`src/rtl/smc_ahb_mcs_if.sv`:
```
// AHB-Lite slave front end of the static memory controller: bank decode,
// address-phase capture, two-cycle ERROR responses and an access watchdog.
module smc_ahb_mcs_if #(
    parameter int AW          = 32,
    parameter int DW          = 32,
    parameter int NUM_CS      = 4,
    parameter int CS_IDX_W    = 2,
    parameter int CS_SEL_LSB  = 24,
    parameter int TIMEOUT_CYC = 256,
    parameter int TO_W        = 9
) (
    input  logic              hclk,
    input  logic              sys_reset,
    input  logic              hsel,
    input  logic [AW-1:0]     haddr,
    input  logic [1:0]        htrans,
    input  logic              hwrite,
    input  logic [2:0]        hsize,
    input  logic [DW-1:0]     hwdata,
    input  logic              hready,
    output logic [DW-1:0]     smc_hrdata,
    output logic              smc_hready,
    output logic [1:0]        smc_hresp,
    output logic              smc_valid,
    input  logic [NUM_CS-1:0] cs_enable,
    input  logic [DW-1:0]     read_data,
    input  logic              smc_done,
    input  logic              mac_done,
    input  logic              smc_idle,
    output logic              new_access,
    output logic [AW-1:0]     addr,
    output logic [NUM_CS-1:0] cs,
    output logic [1:0]        xfer_size,
    output logic              n_read,
    output logic [DW-1:0]     write_data,
    output logic              smc_abort
);

    typedef enum logic [1:0] {S_IDLE, S_ACCESS, S_ERR1, S_ERR2} state_t;

    state_t              state;
    logic [TO_W-1:0]     to_cnt;
    logic                av_p0;
    logic                err_p0;
    logic [CS_IDX_W-1:0] cs_idx_p0;
    logic [NUM_CS-1:0]   cs_onehot_p0;
    logic                done;
    logic                decode_ok;
    logic                timeout;
    logic                unused_ok;

    // Only 32-bit data is supported, so anything wider than a word is illegal.
    function automatic logic align_err(input logic [2:0] size, input logic [1:0] lsb);
        case (size)
            3'b000:  align_err = 1'b0;
            3'b001:  align_err = lsb[0];
            3'b010:  align_err = |lsb;
            default: align_err = 1'b1;
        endcase
    endfunction

    // Address-phase decode
    assign av_p0        = hsel & hready & htrans[1];
    assign cs_idx_p0    = haddr[CS_SEL_LSB +: CS_IDX_W];
    assign cs_onehot_p0 = {{(NUM_CS-1){1'b0}}, 1'b1} << cs_idx_p0;
    assign err_p0       = align_err(hsize, haddr[1:0]) | ~cs_enable[cs_idx_p0];
    assign smc_valid    = av_p0 & ~err_p0;

    assign done       = smc_done & mac_done;
    assign decode_ok  = (state == S_IDLE) || (state == S_ERR2) || ((state == S_ACCESS) && done);
    assign timeout    = (TIMEOUT_CYC != 0) && (state == S_ACCESS) && !done &&
                        (to_cnt == TO_W'(TIMEOUT_CYC - 1));
    assign smc_hrdata = read_data;
    assign unused_ok  = ^{smc_idle, htrans[0]};

    always_comb begin
        smc_hready = 1'b1;
        smc_hresp  = 2'b00;
        case (state)
            S_ACCESS: smc_hready = done;
            S_ERR1: begin
                smc_hready = 1'b0;
                smc_hresp  = 2'b01;
            end
            S_ERR2:   smc_hresp = 2'b01;
            default: ;
        endcase
    end

    // Access control and watchdog
    always_ff @(posedge hclk) begin
        if (sys_reset) begin
            state      <= S_IDLE;
            cs         <= '0;
            new_access <= 1'b0;
            addr       <= '0;
            xfer_size  <= '0;
            n_read     <= 1'b1;
            write_data <= '0;
            smc_abort  <= 1'b0;
            to_cnt     <= '0;
        end else begin
            new_access <= 1'b0;
            smc_abort  <= 1'b0;
            // new_access is high exactly in the first ACCESS cycle, when hwdata is valid.
            if (state == S_ACCESS && new_access)
                write_data <= hwdata;
            case (state)
                S_ACCESS: begin
                    if (done) begin
                        to_cnt <= '0;
                    end else if (timeout) begin
                        smc_abort <= 1'b1;
                        cs        <= '0;
                        to_cnt    <= '0;
                        state     <= S_ERR1;
                    end else begin
                        to_cnt <= to_cnt + 1'b1;
                    end
                end
                S_ERR1:  state <= S_ERR2;
                default: ;
            endcase
            if (decode_ok) begin
                if (av_p0 && !err_p0) begin
                    addr       <= haddr;
                    xfer_size  <= hsize[1:0];
                    n_read     <= hwrite;
                    cs         <= cs_onehot_p0;
                    new_access <= 1'b1;
                    to_cnt     <= '0;
                    state      <= S_ACCESS;
                end else if (av_p0) begin
                    cs    <= '0;
                    state <= S_ERR1;
                end else begin
                    cs    <= '0;
                    state <= S_IDLE;
                end
            end
        end
    end

endmodule

```
`config.mk`:
```
export PLATFORM = sky130hd
export DESIGN_NAME = smc_ahb_mcs_if
export DESIGN_NICKNAME = d
export VERILOG_FILES = /design/src/rtl/smc_ahb_mcs_if.sv
export SDC_FILE = /design/constraint.sdc
export NUM_CORES = 1
export LEC_CHECK = 0
export ABC_AREA = 1
export CELL_PAD_IN_SITES_DETAIL_PLACEMENT = 1
export CELL_PAD_IN_SITES_GLOBAL_PLACEMENT = 1
export CORE_ASPECT_RATIO = 0.6
export CORE_MARGIN = 2
export CORE_UTILIZATION = 28
export CTS_BUF_LIST = sky130_fd_sc_hd__clkbuf_4 sky130_fd_sc_hd__clkbuf_8
export DETAILED_ROUTE_END_ITERATION = 10
export PLACE_DENSITY = 0.95
export SYNTH_ARGS = -nofsm -noshare
export SYNTH_HDL_FRONTEND = slang
export SYNTH_SLANG_ARGS = --single-unit
```
`constraint.sdc`:
```
create_clock -name hclk -period 2.6 [get_ports hclk]
set_input_delay 0.39 -clock hclk [delete_from_list [all_inputs] [get_ports hclk]]
set_output_delay 0.39 -clock hclk [all_outputs]
set_load 0.05 [all_outputs]
```
== Word-level counts from Yosys, hierarchy flattened ==
Index checks and enable logic that the tools add are counted.

* Add/subtract/negate cells: 1
* $lt $le $gt $ge: 1
* Equality and inequality tests: 9
* Shift-type cells: 1
* Multiplexer cells: 23
* Bitwise operators: 9
* Reduce and logical (&&, ||, !) cells: 21

{| class="wikitable"
|+ Operator list
! kind !! number
|-
| $mux 9 || 5
|-
| $mux 4 || 5
|-
| $mux 2 || 5
|-
| $add 9x1->9 const B || 1
|-
| $eq 9x8->1 const B || 1
|-
| $ne 3x3->1 const B || 2
|-
| $reduce_and 3->1 || 2
|-
| $reduce_or 2->1 || 3
|-
| $logic_and 1x1->1 || 5
|-
| $and 1x1->1 || 4
|-
| $eq 2x2->1 const B || 2
|-
| $mux 1 || 4
|-
| $not 1->1 || 4
|-
| $pmux 2 s2 || 1
|-
| $reduce_bool 2->1 || 2
|-
| $shl 1x2->4 const A || 1
|-
| $eq 3x1->1 const B || 1
|-
| $eq 3x2->1 const B || 1
|-
| $logic_not 3->1 || 1
|-
| $lt 2x3->1 const B || 1
|-
| $pmux 1 s3 || 1
|-
| $reduce_bool 3->1 || 1
|-
| $reduce_or 3->1 || 1
|-
| $bmux 1 s2 || 1
|-
| 8 further kinds || 10
|}

* Flip-flop bits (word level): 84
* Input bits: 113
* Output and inout port bits: 109
* Word-level logic and storage cells: 74

== Depth between registers and ports, before layout ==
Gate-level depths: netlist of the first run.

* Depth in word-level cells: 9
* Gate-level depth with buffers: 11
* Mapped depth without buffers: 11

== Worst setup path before layout of the first run ==
OpenSTA, ideal clock, no wires.

* Path type: input to output
* Start: in hsize[0]
* End: out smc_valid
* Arrival: 2330 ps
* Required time: 2210 ps
* Setup slack: -120 ps
* Stages on the path: 7
* Path buffers: 0
* Cells stage by stage: nor2_1 > nand2_1 > nand2_1 > nand2_1 > nor2_4 > inv_1 > nor4_1

* Longest elaborated chain between the ends: 5
* Elaborated cells on any way between the ends: 7
* Those cells by class: eq/ne (2); mux (1); bitwise (3); reduce/logical (1)

{| class="wikitable"
|+ RTL lines
! element !! line !! text
|-
| from (decl) || 18 || <nowiki>input logic [2:0] hsize,</nowiki>
|-
| $eq 3x2->1, or another cell as far along || 54 || <nowiki>case (size)</nowiki>
|-
| $pmux 1 s3 (*) || 54 ||
|-
| $or 1x1->1 (*) || 66 || <nowiki>assign err_p0 = align_err(hsize, haddr[1:0]) | ~cs_enable[cs_idx_p0];</nowiki>
|-
| $not 1->1 (*) || 67 || <nowiki>assign smc_valid = av_p0 & ~err_p0;</nowiki>
|-
| $and 1x1->1 (*) || 67 ||
|-
| to (decl) || 24 || <nowiki>output logic smc_valid,</nowiki>
|}

Every way passes the cells marked *; elsewhere a longest branch is shown, timed or not.

== Worst setup path in the final report of the first run ==
* Start: reg state[0]
* End: out smc_hresp[0]

* Longest elaborated chain between the ends: 3
* Elaborated cells on any way between the ends: 4
* Those cells by class: eq/ne (2); mux (1); reduce/logical (1)

{| class="wikitable"
|+ RTL lines
! element !! line !! text
|-
| from (decl) || 41 || <nowiki>state_t state;</nowiki>
|-
| from (signal assigned) || 93 || <nowiki>state <= S_IDLE;</nowiki>
|-
| from (signal assigned) || 116 || <nowiki>state <= S_ERR1;</nowiki>
|-
| from (signal assigned) || 121 || <nowiki>S_ERR1: state <= S_ERR2;</nowiki>
|-
| $eq 2x2->1 || 79 || <nowiki>case (state)</nowiki>
|-
| $reduce_or 2->1 (no source line) (*) || -- ||
|-
| $mux 1 (*) || 79 ||
|-
| to (decl) || 23 || <nowiki>output logic [1:0] smc_hresp,</nowiki>
|}

Marked as above.

==> results of run 1 <==
power by group through the flow:
stage | registers, uW | logic (uW) | clock network (uW)
2_1_floorplan | 1450 | 508 | 0
3_3_place_gp | 1380 | 700 | 0
3_5_place_dp | 1380 | 730 | 0
4_1_cts | 1350 | 737 | 1120
5_1_grt | 1360 | 805 | 1170
6_report | 1350 | 732 | 1080
final cells by class:
cell class              count  share of cell area [%]
inverters                  27                    1.90
clock inverters             5                    1.60
clock buffers              11                    2.72
well taps                 170                    3.99
repair buffers            159                    29.8
multi-input cells         318                    28.4
flip-flops and latches     84                    31.6
stage by stage:
stage / hold slack [ns] / power, uW / setup slack, ns
after floorplan: 0.435 / 1960 / 0.467
after global placement: 0.441 / 2080 / 0.224
after detailed placement: 0.450 / 2110 / 0.126
after CTS: 0.462 / 3210 / 0.0602
after global routing: 0.497 / 3340 / 0.0125
final: 0.457 / 3160 / 0.0945
cells in the final DEF (no fill, tap or decap), types with 8 or more instances in the layout:
cell type,Yosys,layout
a21oi_1,8,8
clkbuf_8,0,10
clkdlybuf4s50_1,0,152
dfxtp_1,84,84
inv_1,25,25
nand2_1,110,110
nand3_1,35,35
nand3_2,10,10
nor2_1,90,90
o21ai_0,35,35
per-layer routing:
| metal | up-vias | routed length (um) |
|---|---|---|
| met3 | 14 | 1060 |
| met4 | 0 | 128 |
| li1 | 1719 | - |
| met2 | 119 | 5550 |
| met5 | - | 0 |
| met1 | 1640 | 4640 |
worst max-delay path by stage:
stage / from / endpoint / slack (ns) / cells after the start
after CTS: state[0] / smc_hresp[0] / 0.06 / 4
after global placement: haddr[24] / smc_valid / 0.22 / 9
after detailed placement: haddr[24] / addr[2] / 0.13 / 10
after floorplan: hsize[0] / smc_valid / 0.47 / 7
after global routing: haddr[24] / smc_valid / 0.01 / 9
final: state[0] / smc_hresp[0] / 0.09 / 4
cell families (layout without fill, tap and decap cells):
logic type	count (synthesis)	in the layout
compound gates	45	45
simple gates	264	264
other cells	1	1
fa+ha+maj	5	5
xor+xnor	3	3
buf+inv	80	202
flops	84	84
tightest hold or removal path, cell delays in order, from the launching register on:
cell	delay, ns
dfxtp_1	0.31
o21ai_0	0.06
nor2_1	0.04
registers in the layout (all words and copies together) (netlist names):
name	cells
smc_abort	1
cs	4
new_access	1
addr	32
to_cnt	9
n_read	1
write_data	32
xfer_size	2
state	2
==> reports/qor.csv, run 1 <==
metric;value;unit
antenna_found_initial;0;
place_area;5100;um2
cp_max_fo;4;
hold_buffers;0;
dp.cells;758;
fin_nets;717;
synth_area;3670;um2
tritoncts;done;
dpl.hpwl;8570;um
yosysMostFrequentCell;nand2_1;
busiest_layer;met2;
synth-async-reset-ratio;0;%
synth_edf_count;0;
critPathBufInv;2;
fin_tns_setup;0;ns
p_leak;0.00217;uW
drc;0;
ff2ff_setup_slack;0.57;ns
fillCellCount;1550;
grt_pass1_vias;3749;
min_to;to_cnt[8];
maxCapViolCount;0;
wirelength;11400;um
r2r_start;state[0];
hold_start;to_cnt[8];
synth_top_area_share;45.8;%
crit_slowest_cell;clkdlybuf4s50_1;
slew_violations;0;
antenna_left;0;
synthSimpleGateAreaFrac;32.3;%
cts_buffers;9;
clock_path_buffers;2;
synth_area_leader_cell;dfxtp_1;
design_area;5330;um2
synth-adder-area-share;1.70;%
synth_cells;482;
grtUsageTotal;16.9;%
holdPathStages;2;
synthTopCellsByCount;110 x nand2_1, 90 x nor2_1, 84 x dfxtp_1;
crit_path_end_kind;primary output;
finalSetupViolCount;0;
p_comb_share;23.2;%
grtUsageMet2;29.2;%
die_y;92.7;um
power.switching;980;uW
clockRootBuffer;clkbuf_8;
slowest_delay;0.71;ns
post-route-period-util;96.4;%
post_cts_buffers;0;
internal_power;2180;uW
finish.utilization;41.6;%
start_kind;flop;
worstSkewPairLatency;0.36;ns
place.gp.congestion;0.745;
ctsResizeCount;0;
ir_drop;0.265;mV
r2r_cells;8;
yosys_warnings;0;
power_frac_clock;34.1;%
fmax;399;MHz
grt_max_degree;44;
hold_viol;0;
worstPathRequired;2.21;ns
clkSinkCount;84;
slew-limit-headroom;30.9;%
synth.distinct_cells;30;
h-tree-depth;3;
die_area;14100;um2
p_sw_share;31.0;%
wl_per_cell;14.7;um
reg2reg_to;addr[6];
synth_area_per_cell;7.61;um2
ios;222;
synth_nets;600;
initial_core_util;28.6;%
powerDensity;594;nW/um2
die_x;152;um
seqCellArea;1680;um2
io_buffers;154;
coreArea;12800;um2
synth_mux_area_share;0;%
fin_crit;2.51;ns
critPathKind;reg2out;
ys.flop_type;dfxtp_1;
arrival;2.12;ns
hold_class;reg2reg;
synth_top_family_by_area;simple AND/OR/NAND/NOR gates;
grt_pass1_wl;18400;um
multi_input_area;1510;um2
grt_overflow;0;
n_antenna_cell;0;
dr.pass1.iters;4;
seqPwrFrac;42.8;%
cp_top_family;buffers and inverters;
viasPerCell;4.51;
status;finished, final reports clean;
crit_chain;inv_1 > ha_1 > or2_2 > clkdlybuf4s50_1;
synth_xor_area_share;0.716;%
clk_pin_slew;0.08;ns
met1_usage;18.5;%
fin_skew;0.0146;ns
tightest_slew;1.04;ns
synth_seq_cells;84;
ys_seq_area_share;45.8;%
layout-drive-gt1-share;7.62;%
fp-row-count;32;
met3_usage;8.18;%
drtIter0Drc;144;
area_growth_syn_to_layout;45.1;%
ys_top_cells_by_area;dfxtp_1 46%, nand2_1 11%, nor2_1 9.2%, buf_4 6.8%, nand3_1 4.8%;
vias;3492;
synth_compound_area_share;6.27;%
rsz0062_at_grt;false;
fin_cells;774;
No activity file was read; power rests on OpenSTA's default activity.
==> run 2: changes to the inputs <==
CORE_UTILIZATION = 26   (was 28)
clock period = 2.65 ns   (was 2.6 ns; I/O delays follow)
==> run 2 against run 1 <==
Against the previous run: via count decreased by 2.1%; critical path type unchanged; critical path depth is the same; sequential cell count unchanged; setup slack better by 0.064 ns; worst hold slack better by 0.013 ns; sequential power barely moved; non-clock buffer count up 1; clock-buffer cell count down 1; final cell count is 3.0% higher; clock skew up 0.00092 ns; sequential share of layout area fell by 0.15 points; global-route usage shrank 1.5 points.
==> reports/qor.csv, run 2 (synthesis results as in run 1) <==
metric;value;unit
ff2ff_setup_slack;0.59;ns
n_antenna_cell;0;
dr.pass1.iters;4;
critPathKind;reg2out;
holdPathStages;2;
slew-limit-headroom;30.9;%
start_kind;flop;
io_buffers;154;
worstPathRequired;2.25;ns
grt_pass1_wl;17900;um
reg2reg_to;addr[18];
cp_max_fo;4;
h-tree-depth;3;
clockRootBuffer;clkbuf_8;
clock_path_buffers;2;
ios;222;
finalSetupViolCount;0;
powerDensity;565;nW/um2
vias;3420;
wirelength;11300;um
p_leak;0.00216;uW
worstSkewPairLatency;0.36;ns
drc;0;
die_area;15100;um2
grt_max_degree;46;
post_cts_buffers;0;
die_x;157;um
layout-drive-gt1-share;7.77;%
clk_pin_slew;0.10;ns
crit_chain;inv_1 > ha_1 > or2_2 > clkdlybuf4s50_1;
design_area;5350;um2
coreArea;13700;um2
status;finished, final reports clean;
grt_overflow;0;
clkSinkCount;84;
wl_per_cell;14.2;um
cts_buffers;9;
fin_tns_setup;0;ns
area_growth_syn_to_layout;45.9;%
place.gp.congestion;0.756;
rsz0062_at_grt;false;
dpl.hpwl;8520;um
initial_core_util;26.8;%
ir_drop;0.280;mV
reg_top3;addr x32, write_data x32, to_cnt x9;
fmax;401;MHz
critPathBufInv;2;
ctsResizeCount;0;
tightest_slew;1.04;ns
antenna_found_initial;0;
hold_buffers;0;
fin_nets;718;
slowest_delay;0.71;ns
arrival;2.09;ns
fin_skew;0.0155;ns
crit_path_end_kind;primary output;
grtUsageTotal;15.4;%
slew_violations;0;
grt_pass1_vias;3542;
cp_top_family;buffers and inverters;
antenna_left;0;
place_area;5140;um2
tritoncts;done;
final_common_cell;clkdlybuf4s50_1;
r2r_start;state[1];
die_y;96.0;um
fp-row-count;33;
min_to;addr[29];
viasPerCell;4.29;
hold_class;reg2reg;
post-route-period-util;94.0;%
fillCellCount;1669;
hold_viol;0;
hold_start;addr[29];
fin_crit;2.49;ns
maxCapViolCount;0;
crit_slowest_cell;clkdlybuf4s50_1;
final_cell_mix;152 x clkdlybuf4s50_1, 110 x nand2_1, 90 x nor2_1;
r2r_cells;8;
drtIter0Drc;88;
-- run 2: cell count changes in the layout (fill, tap and decap cells not counted) --
cell        previous run  this run
clkbuf_4               1         0
bufinv_16              2         1
buf_12                 1         2
inv_6                  0         1
clkinvlp_4             1         2
-- run 2: final cells by class --
cell class / count / area (um2) / area share [%]
well taps: 192 / 240 / 4.49
flip-flops and latches: 84 / 1680 / 31.4
clock inverters: 6 / 71.3 / 1.33
repair buffers: 160 / 1610 / 30.0
clock buffers: 10 / 138 / 2.57
inverters: 27 / 101 / 1.89
multi-input cells: 318 / 1510 / 28.3
-- run 2: how the worst max path moves through the flow --
stage	depth (start not counted)	startpoint	to
2_1_floorplan	7	hsize[0]	smc_valid
3_3_place_gp	9	haddr[25]	smc_valid
3_5_place_dp	9	haddr[25]	smc_valid
4_1_cts	4	state[0]	smc_hresp[0]
5_1_grt	9	haddr[25]	smc_valid
6_report	4	state[0]	smc_hresp[0]
-- run 2: stage by stage --
stage                     setup slack, ns  power, uW  cells  hold WS (ns)  util [%]
after floorplan                     0.502       1920    482         0.435         -
after global placement              0.242       2050    781         0.451      37.5
after detailed placement            0.191       2080    781         0.457      37.5
after CTS                           0.127       3070    797         0.471      39.0
after global routing               0.0353       3200    797         0.489      39.0
final                               0.158       3030    797         0.470      39.0
-- run 2: routing by layer --
metal  part of all wire [%]  global-route usage, %  vias up
met1                     43                   17.0     1589
met2                     47                   26.5      103
met4                   0.50                   3.26        0
li1                       -                      -     1720
met3                    9.0                   8.10        8
met5                      0                      0        -
-- run 2: worst register-to-register path, delay by kind of cell, from the launching register on --
kind                     cells  cell delay [ns]
AND/OR/NAND/NOR              5             0.85
buffers and inverters        2             0.50
flip-flops                   1             0.41
adder cells (fa/ha/maj)      1             0.24
-- run 2: report_power, final --
group          internal (uW)  total (uW)  switching (uW)
registers               1300        1320            25.5
logic                    273         728             456
clock network            468         972             504
total                   2040        3030             985
==> run 3: changes to the inputs <==
==> constraint.sdc (replaced) <==
create_clock -name hclk -period 2.65 [get_ports hclk]
set_input_delay 0.265 -clock hclk [delete_from_list [all_inputs] [get_ports hclk]]
set_output_delay 0.265 -clock hclk [all_outputs]
set_load 0.05 [all_outputs]
==> run 3 against run 2 <==
Against the previous run: clock power shrank 10%; register-to-register slack gained 0.07 ns; final cell count shrank 0.13%; routed wire length shrank 4.0%; worst hold slack lost 0.041 ns; first-iteration DRC count shrank 15%; sequential power is essentially flat; die area is the same.
==> reports/qor.csv, run 3 (synthesis results as in run 1) <==
metric;value;unit
area_growth_syn_to_layout;44.8;%
grt_max_degree;40;
viasPerCell;4.26;
h-tree-depth;3;
final_common_cell;clkdlybuf4s50_1;
clkSinkCount;84;
antenna_left;0;
cp_max_fo;4;
fillCellCount;1682;
post_cts_buffers;0;
ir_drop;0.179;mV
finish.utilization;38.8;%
dpl.hpwl;8090;um
vias;3389;
wirelength;10900;um
initial_core_util;26.8;%
crit_slowest_cell;clkdlybuf4s50_1;
hold_viol;0;
slew-limit-headroom;62.5;%
n_antenna_cell;0;
maxCapViolCount;0;
critPathKind;reg2out;
powerDensity;548;nW/um2
r2r_cells;8;
worstPathRequired;2.38;ns
fin_crit;2.50;ns
cts_buffers;9;
worstSkewPairLatency;0.37;ns
die_y;96.0;um
place.gp.congestion;0.729;
fin_skew;0.0125;ns
grt_pass1_vias;3467;
p_leak;0.00215;uW
hold_class;in2reg;
antenna_found_initial;0;
wl_per_cell;13.7;um
die_x;157;um
grtUsageTotal;14.7;%
final_cell_mix;153 x clkdlybuf4s50_1, 110 x nand2_1, 90 x nor2_1;
die_area;15100;um2
slowest_delay;0.87;ns
layout-drive-gt1-share;7.28;%
fmax;400;MHz
rsz0062_at_grt;false;
hold_buffers;0;
clockRootBuffer;clkbuf_8;
reg_top3;addr x32, write_data x32, to_cnt x9;
crit_path_end_kind;primary output;
drc;0;
fin_nets;717;
status;finished, final reports clean;
ctsResizeCount;0;
fp-row-count;33;
drtIter0Drc;75;
holdPathStages;3;
io_buffers;154;
grt_overflow;0;
dr.pass1.iters;4;
crit_chain;inv_1 > ha_1 > o21ai_0 > clkdlybuf4s50_1;
clk_pin_slew;0.10;ns
ios;222;
dp.cells;780;
worstSetupPathDepth;4;
post-route-period-util;94.4;%
fin_cells;796;
arrival;2.24;ns
start_kind;flop;
tritoncts;done;
critPathBufInv;2;
tightest_slew;0.561;ns
finalSetupViolCount;0;
fin_tns_setup;0;ns
coreArea;13700;um2
clock_path_buffers;2;
grt_pass1_wl;17300;um
slew_violations;0;
cp_top_family;buffers and inverters;
run 3: final timing paths:
| path | from | endpoint | slack (ns) |
|---|---|---|---|
| max | state[1] | smc_hready | 0.15 |
| min | haddr[6] | addr[6] | 0.43 |
| max reg2reg | state[1] | addr[12] | 0.66 |
| min reg2reg | addr[3] | addr[3] | 0.47 |
run 3: layer usage:
metal  share of wire, %  global-route usage (%)  up-vias
met5                  0                       0        -
met1                 45                    17.2     1562
met2                 45                    23.7      103
li1                   -                       -     1715
met3                9.1                    7.74        9
met4               0.87                    4.24        0
run 3: power breakdown:
| group | switching (uW) | internal (uW) |
|---|---|---|
| Clock | 513 | 357 |
| Sequential | 26.2 | 1300 |
| Combinational | 443 | 275 |
| Total | 982 | 1930 |
run 3: metrics by stage:
stage	setup WS [ns]	instance area, um2	power [uW]	hold WS, ns
2_1_floorplan	0.180	3670	1920	0.344
3_3_place_gp	0.391	5130	2050	0.449
3_5_place_dp	0.323	5130	2080	0.460
4_1_cts	0.105	5320	2970	0.395
5_1_grt	0.0451	5320	3100	0.407
6_report	0.148	5320	2910	0.429
run 3: final cells by class:
class	count	area, um2	area share [%]
sequential	84	1680	31.6
timing repair buffer	159	1600	30.1
clock buffer	9	124	2.33
tap	192	240	4.52
multi-input combinational	318	1510	28.4
inverter	27	101	1.91
clock inverter	7	58.8	1.11
run 3: tightest hold or removal path, cell delays in order:
cell and delay (ns):
clkdlybuf4s50_1 0.39, nand2_1 0.06, nand2_1 0.04
